`src/rtl/alu_seq_pkg.sv`:
```
// rtl/alu_seq_pkg.sv - shared types, field positions and function-code constants for alu_sequencer
package alu_seq_pkg;

   localparam int INSTR_W = 10;

   localparam int FUN_MSB = 9;
   localparam int FUN_LSB = 6;
   localparam int RD_MSB  = 5;
   localparam int RD_LSB  = 4;
   localparam int RS1_MSB = 3;
   localparam int RS1_LSB = 2;
   localparam int RS2_MSB = 1;
   localparam int RS2_LSB = 0;

   localparam logic [3:0] FUN_LOW_LAST = 4'b0101;
   localparam logic [3:0] FUN_ADD      = 4'b1000;
   localparam logic [3:0] FUN_SUB      = 4'b1001;

   typedef enum logic [1:0] {
      IDLE = 2'd0,
      EXEC = 2'd1,
      WB   = 2'd2,
      ERR  = 2'd3
   } state_t;

   // Field order matches the instruction word bit positions above.
   typedef struct packed {
      logic [3:0] fun;
      logic [1:0] rd;
      logic [1:0] rs1;
      logic [1:0] rs2;
   } instr_t;

   function automatic logic is_legal_fun(input logic [3:0] fun);
      return (fun <= FUN_LOW_LAST) || (fun == FUN_ADD) || (fun == FUN_SUB);
   endfunction

endpackage

```
`src/rtl/alu_sequencer_if.sv`:
```
// rtl/alu_sequencer_if.sv - instruction, load, external ALU and status signals of alu_sequencer
interface alu_sequencer_if;
   import alu_seq_pkg::*;

   logic               in_instr_valid;
   logic [INSTR_W-1:0] in_instr;
   logic               out_instr_ready;
   logic               in_ld_en;
   logic [1:0]         in_ld_addr;
   logic [3:0]         in_ld_data;
   logic [3:0]         out_a;
   logic [3:0]         out_b;
   logic [3:0]         out_fun;
   logic [3:0]         in_alu;
   logic               in_carry;
   logic               out_done;
   logic               out_err;
   logic               out_zero;
   logic               out_cflag;

   modport master (
      output in_instr_valid, in_instr, in_ld_en, in_ld_addr, in_ld_data, in_alu, in_carry,
      input  out_instr_ready, out_a, out_b, out_fun, out_done, out_err, out_zero, out_cflag
   );

   modport slave (
      input  in_instr_valid, in_instr, in_ld_en, in_ld_addr, in_ld_data, in_alu, in_carry,
      output out_instr_ready, out_a, out_b, out_fun, out_done, out_err, out_zero, out_cflag
   );

endinterface

```
`src/rtl/alu_sequencer_regfile.sv`:
```
// rtl/alu_sequencer_regfile.sv - 4x4 register file, two read ports, writeback wins over load on the same register
module seq_regfile (
   input  logic       clk,
   input  logic       rst,
   input  logic [1:0] rd_addr_a,
   input  logic [1:0] rd_addr_b,
   output logic [3:0] rd_data_a,
   output logic [3:0] rd_data_b,
   input  logic       wb_en,
   input  logic [1:0] wb_addr,
   input  logic [3:0] wb_data,
   input  logic       ld_en,
   input  logic [1:0] ld_addr,
   input  logic [3:0] ld_data
);

   logic [3:0] regs [4];

   assign rd_data_a = regs[rd_addr_a];
   assign rd_data_b = regs[rd_addr_b];

   // A load to a register other than the writeback target still commits on the same edge.
   always_ff @(posedge clk or posedge rst) begin
      if (rst) begin
         for (int i = 0; i < 4; i++) regs[i] <= 4'd0;
      end else begin
         for (int i = 0; i < 4; i++) begin
            if (wb_en && (wb_addr == 2'(i)))
               regs[i] <= wb_data;
            else if (ld_en && (ld_addr == 2'(i)))
               regs[i] <= ld_data;
         end
      end
   end

endmodule

```
`src/rtl/alu_sequencer.sv`:
```
// rtl/alu_sequencer.sv - sequences one instruction through an external ALU: IDLE, EXEC, WB (ERR for reserved codes)
// Status flag flops are built only when ALU_SEQ_FLAGS_EN is defined.
module alu_sequencer
   import alu_seq_pkg::*;
(
   input  logic           in_clk,
   input  logic           in_rst,
   alu_sequencer_if.slave bus
);

   state_t     state;
   state_t     state_nxt;
   instr_t     cur;
   logic       accept;
   logic       wb_en;
   logic [3:0] rd_a;
   logic [3:0] rd_b;

   assign accept = bus.in_instr_valid && (state == IDLE);

   always_ff @(posedge in_clk or posedge in_rst) begin
      if (in_rst) state <= IDLE;
      else        state <= state_nxt;
   end

   always_ff @(posedge in_clk or posedge in_rst) begin
      if (in_rst)      cur <= '0;
      else if (accept) cur <= instr_t'(bus.in_instr);
   end

   always_comb begin
      state_nxt           = state;
      wb_en               = 1'b0;
      bus.out_instr_ready = 1'b0;
      bus.out_a           = 4'd0;
      bus.out_b           = 4'd0;
      bus.out_fun         = 4'd0;
      bus.out_done        = 1'b0;
      bus.out_err         = 1'b0;
      unique case (state)
         IDLE: begin
            bus.out_instr_ready = 1'b1;
            if (bus.in_instr_valid)
               state_nxt = is_legal_fun(bus.in_instr[FUN_MSB:FUN_LSB]) ? EXEC : ERR;
         end
         EXEC: begin
            bus.out_a   = rd_a;
            bus.out_b   = rd_b;
            bus.out_fun = cur.fun;
            wb_en       = 1'b1;
            state_nxt   = WB;
         end
         WB: begin
            bus.out_done = 1'b1;
            state_nxt    = IDLE;
         end
         ERR: begin
            bus.out_done = 1'b1;
            bus.out_err  = 1'b1;
            state_nxt    = IDLE;
         end
         default: state_nxt = IDLE;
      endcase
   end

   seq_regfile u_rf (
      .clk       (in_clk),
      .rst       (in_rst),
      .rd_addr_a (cur.rs1),
      .rd_addr_b (cur.rs2),
      .rd_data_a (rd_a),
      .rd_data_b (rd_b),
      .wb_en     (wb_en),
      .wb_addr   (cur.rd),
      .wb_data   (bus.in_alu),
      .ld_en     (bus.in_ld_en),
      .ld_addr   (bus.in_ld_addr),
      .ld_data   (bus.in_ld_data)
   );

`ifdef ALU_SEQ_FLAGS_EN
   logic zero_q;
   logic cflag_q;

   // EXEC is only reached by legal codes, so the reserved path never touches the flags.
   always_ff @(posedge in_clk or posedge in_rst) begin
      if (in_rst) begin
         zero_q  <= 1'b0;
         cflag_q <= 1'b0;
      end else if (state == EXEC) begin
         zero_q  <= (bus.in_alu == 4'd0);
         cflag_q <= bus.in_carry;
      end
   end

   assign bus.out_zero  = zero_q;
   assign bus.out_cflag = cflag_q;
`else
   assign bus.out_zero  = 1'b0;
   assign bus.out_cflag = 1'b0;
`endif

endmodule

```
`src/flat_wrapper.sv`:
```
// flat-port wrapper written by rule: the top's interface ports become plain ports
module alu_sequencer_flat import alu_seq_pkg::*;
  (in_clk, in_rst, bus_in_instr_valid, bus_in_instr, bus_in_ld_en, bus_in_ld_addr, bus_in_ld_data, bus_in_alu, bus_in_carry, bus_out_instr_ready, bus_out_a, bus_out_b, bus_out_fun, bus_out_done, bus_out_err, bus_out_zero, bus_out_cflag);
  alu_sequencer_if bus_i ();
  input  logic in_clk;
  input  logic in_rst;
  input wire logic [$bits(bus_i.in_instr_valid)-1:0] bus_in_instr_valid;
  input wire logic [$bits(bus_i.in_instr)-1:0] bus_in_instr;
  input wire logic [$bits(bus_i.in_ld_en)-1:0] bus_in_ld_en;
  input wire logic [$bits(bus_i.in_ld_addr)-1:0] bus_in_ld_addr;
  input wire logic [$bits(bus_i.in_ld_data)-1:0] bus_in_ld_data;
  input wire logic [$bits(bus_i.in_alu)-1:0] bus_in_alu;
  input wire logic [$bits(bus_i.in_carry)-1:0] bus_in_carry;
  output wire logic [$bits(bus_i.out_instr_ready)-1:0] bus_out_instr_ready;
  output wire logic [$bits(bus_i.out_a)-1:0] bus_out_a;
  output wire logic [$bits(bus_i.out_b)-1:0] bus_out_b;
  output wire logic [$bits(bus_i.out_fun)-1:0] bus_out_fun;
  output wire logic [$bits(bus_i.out_done)-1:0] bus_out_done;
  output wire logic [$bits(bus_i.out_err)-1:0] bus_out_err;
  output wire logic [$bits(bus_i.out_zero)-1:0] bus_out_zero;
  output wire logic [$bits(bus_i.out_cflag)-1:0] bus_out_cflag;
  assign bus_i.in_instr_valid = bus_in_instr_valid;
  assign bus_i.in_instr = bus_in_instr;
  assign bus_i.in_ld_en = bus_in_ld_en;
  assign bus_i.in_ld_addr = bus_in_ld_addr;
  assign bus_i.in_ld_data = bus_in_ld_data;
  assign bus_i.in_alu = bus_in_alu;
  assign bus_i.in_carry = bus_in_carry;
  assign bus_out_instr_ready = bus_i.out_instr_ready;
  assign bus_out_a = bus_i.out_a;
  assign bus_out_b = bus_i.out_b;
  assign bus_out_fun = bus_i.out_fun;
  assign bus_out_done = bus_i.out_done;
  assign bus_out_err = bus_i.out_err;
  assign bus_out_zero = bus_i.out_zero;
  assign bus_out_cflag = bus_i.out_cflag;
  alu_sequencer u_core (.in_clk(in_clk), .in_rst(in_rst), .bus(bus_i));
endmodule
```
`config.mk`:
```
export PLATFORM = sky130hd
export DESIGN_NAME = alu_sequencer_flat
export DESIGN_NICKNAME = d
export VERILOG_FILES = /design/src/rtl/alu_seq_pkg.sv /design/src/rtl/alu_sequencer_if.sv /design/src/rtl/alu_sequencer_regfile.sv /design/src/rtl/alu_sequencer.sv /design/src/flat_wrapper.sv
export SDC_FILE = /design/constraint.sdc
export NUM_CORES = 1
export LEC_CHECK = 0
export ABC_AREA = 0
export BUFFER_PORTS_ARGS = -buffer_cell sky130_fd_sc_hd__buf_2
export CAP_MARGIN = 10
export CORE_MARGIN = 2
export CORE_UTILIZATION = 47
export CTS_BUF_LIST = sky130_fd_sc_hd__clkbuf_16
export CTS_CLUSTER_DIAMETER = 50
export DETAILED_ROUTE_END_ITERATION = 8
export GPL_TIMING_DRIVEN = 0
export HOLD_SLACK_MARGIN = 0.05
export PLACE_DENSITY = 0.75
export SYNTH_ARGS = -nofsm -noshare
export SYNTH_HDL_FRONTEND = slang
export SYNTH_SLANG_ARGS = --single-unit
```
`constraint.sdc`:
```
create_clock -name in_clk -period 1.1 [get_ports in_clk]
set_input_delay 0.11 -clock in_clk [delete_from_list [all_inputs] [get_ports in_clk]]
set_output_delay 0.11 -clock in_clk [all_outputs]
set_load 0.01 [all_outputs]
```
==> impl_metrics.py, run 1 <==
metrics = {
    "clocking": {
        "cts_made_buffers": 3,
        "clk_latency_ns": 0.26,
        "cts_sinks": 28,
        "clockRootBuffer": "clkbuf_16",
        "clk_pin_slew_worst_paths_ns": 0.07,
        "cts_tree": "built",
        "clockBufferDepth": 2,
        "htreeDepth": 1,
    },
    "logic_synthesis": {
        "netlist_area_sq_um": 1610,
        "avgSynthCellArea_sq_um": 12.3,
        "ys_ff_latch": 28,
        "ys_seq_area_share_pct": 43.6,
        "ys_warn_count": 0,
        "synth.distinct_cells": 27,
        "synthCells": 131,
    },
    "timing": {
        "fin_crit_ns": 1.62,
        "maxSlewHeadroom_pct": 67.0,
        "fmax_ghz": 0.616,
        "maxSlewViolCount": 0,
        "skew_ns": 0.00474,
        "tns_ns": -11.44,
        "grt_setup_unrepaired": "yes",
        "min_period_over_period_pct": 148,
        "hold_viol": 0,
        "tightest_slew_ns": 0.494,
        "setup_viol": 42,
        "timing.final.ws_setup_ns": -0.524,
    },
    "job": {
        "cap_viol_max_count": 0,
    },
    "floorplanning": {
        "core_sq_um": 3310,
        "ioPinCount": 42,
        "rows": 21,
        "initial_core_util_pct": 48.6,
        "fp.dieW_um": 62.5,
        "die_y_um": 62.5,
        "dieArea_sq_um": 3900,
    },
    "run_status": {
        "status": "complete, but fails checks",
        "failed_checks": "setup timing",
    },
    "finish": {
        "final_layout_size_suffix_gt1_share_pct": 63.6,
        "layout_common_cells": "24 x buf_6, 24 x buf_2, 24 x dfrtp_1",
        "seq_area_sq_um": 706,
        "syn_to_final_growth_pct": 46.8,
        "num_antenna_cells": 0,
        "multi_input_area_sq_um": 981,
        "fill_cells": 222,
        "nets": 213,
    },
    "pwr": {
        "leakagePower_nw": 1.09,
        "power.density_nw_per_um2": 2040,
        "max-vdd-ir-drop_mv": 0.989,
        "power_mw": 4.82,
    },
    "routing": {
        "first_iter_violations": 74,
        "vias": 1274,
        "drt-vias-per-instance": 5.47,
        "drc": 0,
        "ant_nets": 0,
        "wl_mm": 4.30,
        "wire_per_inst_um": 18.5,
        "drtPass1Iterations": 4,
    },
    "worst_setup_path": {
        "cp-start-kind": "flip-flop",
        "crit_family": "multiplexers",
        "critPathCaptureType": "primary output",
        "r2r_setup_slack_ns": -0.30,
        "worstPathMaxFanout": 5,
        "reg2reg_depth": 5,
        "r2r_start": "u_core.state[0]$_DFFE_PP0P_",
        "slowest_stage": "mux4_2",
        "r2r_end": "u_core.cur[4]$_DFFE_PP0P_",
        "setup.worst_path.class": "flip-flop to primary output",
        "slowest_delay_ns": 0.53,
        "worstPathRequired_ns": 0.99,
        "cp_cell_sequence": "mux4_2, and2_4, buf_6",
        "critPathBufInv": 1,
        "arrival_ns": 1.51,
    },
    "place": {
        "dpl.hpwl_mm": 2.64,
        "pre_cts_slack_ns": -0.343,
        "gp_congestion": 0.819,
        "port_buffers": 38,
    },
    "grt": {
        "grt_max_degree": 29,
        "grt-ovfl-total": 0,
        "grt_pass1_vias": 1351,
        "grt_pass1_wl_mm": 6.80,
        "grt_usage_pct": 22.3,
        "antenna_found_initial": 0,
    },
    "min_path": {
        "whs_endpoint": "u_core.cur[1]$_DFFE_PP0P_",
        "holdPathStages": 2,
        "hp-class": "input port to flip-flop",
        "worstHoldStart": "bus_in_instr[1]",
    },
}
## flip-flops by register name, indices dropped and copies added (netlist names)
name / cells
u_core.cur: 10
u_core.state: 2
u_core.u_rf.regs: 16
## layer usage
layer,track usage [%],vias to the layer above,share of wire [%]
met4,5.28,0,0.56
met3,2.34,4,3.9
li1,-,581,-
met1,28.6,652,41
met5,0,-,0
met2,40.5,37,54
## cells in the mapped netlist, drive strengths merged
| master | instances | area [sq um] |
|---|---|---|
| nand3b | 1 | 7.51 |
| and2 | 14 | 90.1 |
| nand2 | 12 | 45.0 |
| dfrtp | 28 | 701 |
| dlygate4sd1 | 1 | 8.76 |
| mux2i | 16 | 160 |
| conb | 1 | 3.75 |
| o21ai | 12 | 60.1 |
| nand3 | 1 | 5.00 |
| buf | 3 | 35.0 |
| a21oi | 5 | 25.0 |
| and3b | 1 | 8.76 |
| nor3b | 1 | 12.5 |
| nand4b | 1 | 8.76 |
| and4bb | 2 | 25.0 |
| and2b | 1 | 7.51 |
| inv | 1 | 3.75 |
| maj3 | 1 | 10.0 |
| mux4 | 8 | 180 |
| nor4b | 1 | 23.8 |
| nor2 | 6 | 25.0 |
| mux2 | 10 | 146 |
| clkbuf | 4 | 15.0 |
## metrics by stage
step | instances | hold WS, ns | utilization [%] | cell area, sq um
floorplan | 132 | 0.175 | - | 1640
global placement | 216 | 0.342 | 57.0 | 1890
detailed placement | 216 | 0.345 | 57.0 | 1890
CTS | 230 | 0.0752 | 67.0 | 2220
global route | 233 | 0.0797 | 71.3 | 2360
finish | 233 | 0.0777 | 71.3 | 2360
## cell type report
type | count | area share, %
Inverter | 1 | 0.159
Multi-Input combinational cell | 95 | 41.6
Timing Repair Buffer | 54 | 20.7
Sequential cell | 28 | 29.9
Clock buffer | 3 | 3.18
Tap cell | 46 | 2.44
Clock inverter | 1 | 0.159
Buffer | 5 | 1.86
## timing repair
item,in CTS,in global routing
gates resized for setup,49,35
setup endpoints to repair,41,42
buffers inserted,11,4
endpoints found under the hold margin,0,4
hold buffers,0,1
cloned,2,0
pin swaps,26,7
## worst register-to-register path: stages (launching register included)
cell and delay (ns):
dfrtp_2 0.41, buf_6 0.12, nor2_4 0.11, and2_4 0.20
buf_8 0.14, mux2_4 0.30
## cells by family (layout without fill, tap and decap cells)
logic type | after synthesis | count (layout) | synth area share [%]
adder cells (fa/ha/maj) | 1 | 1 | 0.623
AND/OR/NAND/NOR | 41 | 41 | 16.1
AO/OA/AOI/OAI | 17 | 17 | 5.29
multiplexers | 34 | 34 | 30.3
other | 1 | 2 | 0.233
buffers and inverters | 9 | 64 | 3.89
flip-flops | 28 | 28 | 43.6
## worst max-delay path by stage
stage,start,end,slack [ns],cells after the start
after floorplan,u_core.state[1]$_DFFE_PP0P_,u_core.cur[1]$_DFFE_PP0P_,-0.20,4
after global placement,u_core.cur[2]$_DFFE_PP0P_,bus_out_a[0],-0.31,3
after detailed placement,u_core.cur[2]$_DFFE_PP0P_,bus_out_a[2],-0.34,3
after CTS,u_core.cur[0]$_DFFE_PP0P_,bus_out_b[0],-0.53,3
after global routing,u_core.cur[0]$_DFFE_PP0P_,bus_out_b[0],-0.57,3
final,u_core.cur[0]$_DFFE_PP0P_,bus_out_b[0],-0.52,3
## power breakdown
group	internal [mW]	switching [mW]
Sequential	1.46	0.491
Combinational	1.34	0.713
Clock	0.487	0.332
(Power assumes the default switching activity.)
==> inputs of run 2 (changes only) <==
RECOVER_POWER = 25   (was unset)
==> run 2 against run 1 <==
The flow still finishes with violations (setup timing); first-iteration DRC count stayed put; final area shrank 0.85%; die area unchanged; utilization down 0.60 points; worst hold slack about the same; count of clock-buffer cells in the layout unchanged; global-route usage unchanged; routed wire length about the same; non-clock buffer count stayed put; critical path depth unchanged; largest cell class unchanged.
==> impl_metrics.py, run 2 (synthesis gave the netlist of run 1 again) <==
metrics = {
    "run_status": {
        "status": "complete, but fails checks",
        "failed_checks": "setup timing",
    },
    "timing": {
        "setup_viol": 42,
        "skew_ns": 0.00474,
        "min_period_over_period_pct": 148,
        "maxSlewHeadroom_pct": 67.0,
        "hold_ws_ns": 0.0777,
        "maxSlewViolCount": 0,
        "fmax_ghz": 0.616,
        "timing.final.ws_setup_ns": -0.524,
        "grt_setup_unrepaired": "yes",
        "tightest_slew_ns": 0.494,
        "hold_viol": 0,
        "fin_crit_ns": 1.62,
    },
    "clocking": {
        "clockBufferDepth": 2,
        "clk_latency_ns": 0.26,
        "cts_made_buffers": 3,
        "htreeDepth": 1,
        "clk_pin_slew_worst_paths_ns": 0.07,
        "cts_sinks": 28,
        "cts_tree": "built",
        "clockRootBuffer": "clkbuf_16",
    },
    "worst_setup_path": {
        "critPathCaptureType": "primary output",
        "worstPathRequired_ns": 0.99,
        "worstPathMaxFanout": 5,
        "arrival_ns": 1.51,
        "r2r_start": "u_core.state[0]$_DFFE_PP0P_",
        "startpoint": "u_core.cur[0]$_DFFE_PP0P_",
        "r2r_setup_slack_ns": -0.30,
        "r2r_end": "u_core.cur[4]$_DFFE_PP0P_",
        "setup.worst_path.class": "flip-flop to primary output",
        "reg2reg_depth": 5,
        "cp-start-kind": "flip-flop",
    },
    "finish": {
        "nets": 213,
        "final_layout_size_suffix_gt1_share_pct": 63.6,
        "syn_to_final_growth_pct": 45.5,
        "layout_common_cells": "24 x buf_6, 24 x buf_2, 24 x dfrtp_1",
        "top_regs": "u_core.u_rf.regs x16, u_core.cur x10, u_core.state x2",
        "top_register": "u_core.u_rf.regs",
        "num_antenna_cells": 0,
        "largest_reg_flops": 16,
    },
    "routing": {
        "drtPass1Iterations": 4,
        "wl_met3_um": 169,
        "ant_nets": 0,
        "drt-vias-per-instance": 5.47,
        "wl_met2_mm": 2.34,
        "dr.max_layer_used": "met4",
        "wl_mm": 4.30,
        "drc": 0,
        "wire_per_inst_um": 18.5,
        "vias": 1274,
        "m1WireLength_mm": 1.77,
        "first_iter_violations": 74,
    },
    "place": {
        "pre_cts_slack_ns": -0.343,
        "port_buffers": 38,
        "gp_congestion": 0.819,
        "dpl.hpwl_mm": 2.64,
    },
    "floorplanning": {
        "rows": 21,
        "ioPinCount": 42,
        "die_y_um": 62.5,
        "core_sq_um": 3310,
        "dieArea_sq_um": 3900,
        "fp.dieW_um": 62.5,
        "initial_core_util_pct": 48.6,
    },
    "grt": {
        "grt-ovfl-total": 0,
        "grt_usage_pct": 22.3,
        "grt_pass1_wl_mm": 6.80,
        "antenna_found_initial": 0,
        "grt_max_degree": 29,
        "grt_pass1_vias": 1351,
    },
    "pwr": {
        "leakagePower_nw": 1.08,
        "max-vdd-ir-drop_mv": 0.989,
        "power.density_nw_per_um2": 2060,
    },
    "job": {
        "cap_viol_max_count": 0,
    },
    "min_path": {
        "hp-class": "input port to flip-flop",
        "holdPathStages": 2,
        "worstHoldStart": "bus_in_instr[1]",
        "whs_endpoint": "u_core.cur[1]$_DFFE_PP0P_",
    },
}
==> run 2: cell types whose count changed in the layout (fill, tap and decap cells not counted) <==
cell / change
buf_16: -1
clkbuf_4: +1
==> run 2: area by class of cell <==
| type | count | area [sq um] |
|---|---|---|
| sequential | 28 | 706 |
| clock buffer | 3 | 75.1 |
| buffer | 5 | 43.8 |
| tap | 46 | 57.6 |
| fill | 224 | 971 |
| inverter | 1 | 3.75 |
| timing repair buffer | 54 | 469 |
| multi-input combinational | 95 | 981 |
| clock inverter | 1 | 3.75 |
==> run 2: stage by stage <==
step	TNS, ns	power (mW)	cell area (sq um)	cells	utilization, %
after floorplan	-2.86	2.95	1640	132	-
after global placement	-5.63	3.29	1890	216	57.0
after detailed placement	-6.89	3.43	1890	216	57.0
after CTS	-11.22	4.60	2220	230	67.0
after global routing	-13.14	5.06	2340	233	70.7
final	-11.44	4.81	2340	233	70.7
==> run 2: how the worst max path moves through the flow <==
| stage | end | slack, ns | cells past startpoint |
|---|---|---|---|
| floorplan | u_core.cur[1]$_DFFE_PP0P_ | -0.20 | 4 |
| global placement | bus_out_a[0] | -0.31 | 3 |
| detailed placement | bus_out_a[2] | -0.34 | 3 |
| CTS | bus_out_b[0] | -0.53 | 3 |
| global route | bus_out_b[0] | -0.57 | 3 |
| finish | bus_out_b[0] | -0.52 | 3 |
==> run 2: what timing repair did <==
item                       in CTS  in global routing
setup endpoints to repair      41                 42
gates resized for setup        49                 35
hold endpoints to repair        0                  4
hold buffers                    0                  1
pin swaps                      26                  7
buffers inserted               11                  4
cloned                          2                  0
==> run 2: worst max-delay path: stages, from the launching register on <==
cell and delay (ns):
dfrtp_2 0.47, mux4_2 0.53, and2_4 0.15, buf_6 0.11
==> run 2: per-layer routing <==
metal	track usage (%)	vias up
li1	-	581
met1	28.6	652
met2	40.5	37
met3	2.34	4
met4	5.28	0
met5	0	-
==> run 2: where the power goes <==
group,switching [mW],leakage (nW),internal (mW)
clock,0.332,0.0385,0.487
combinational,0.711,0.713,1.33
sequential,0.491,0.327,1.46
total,1.53,1.08,3.28
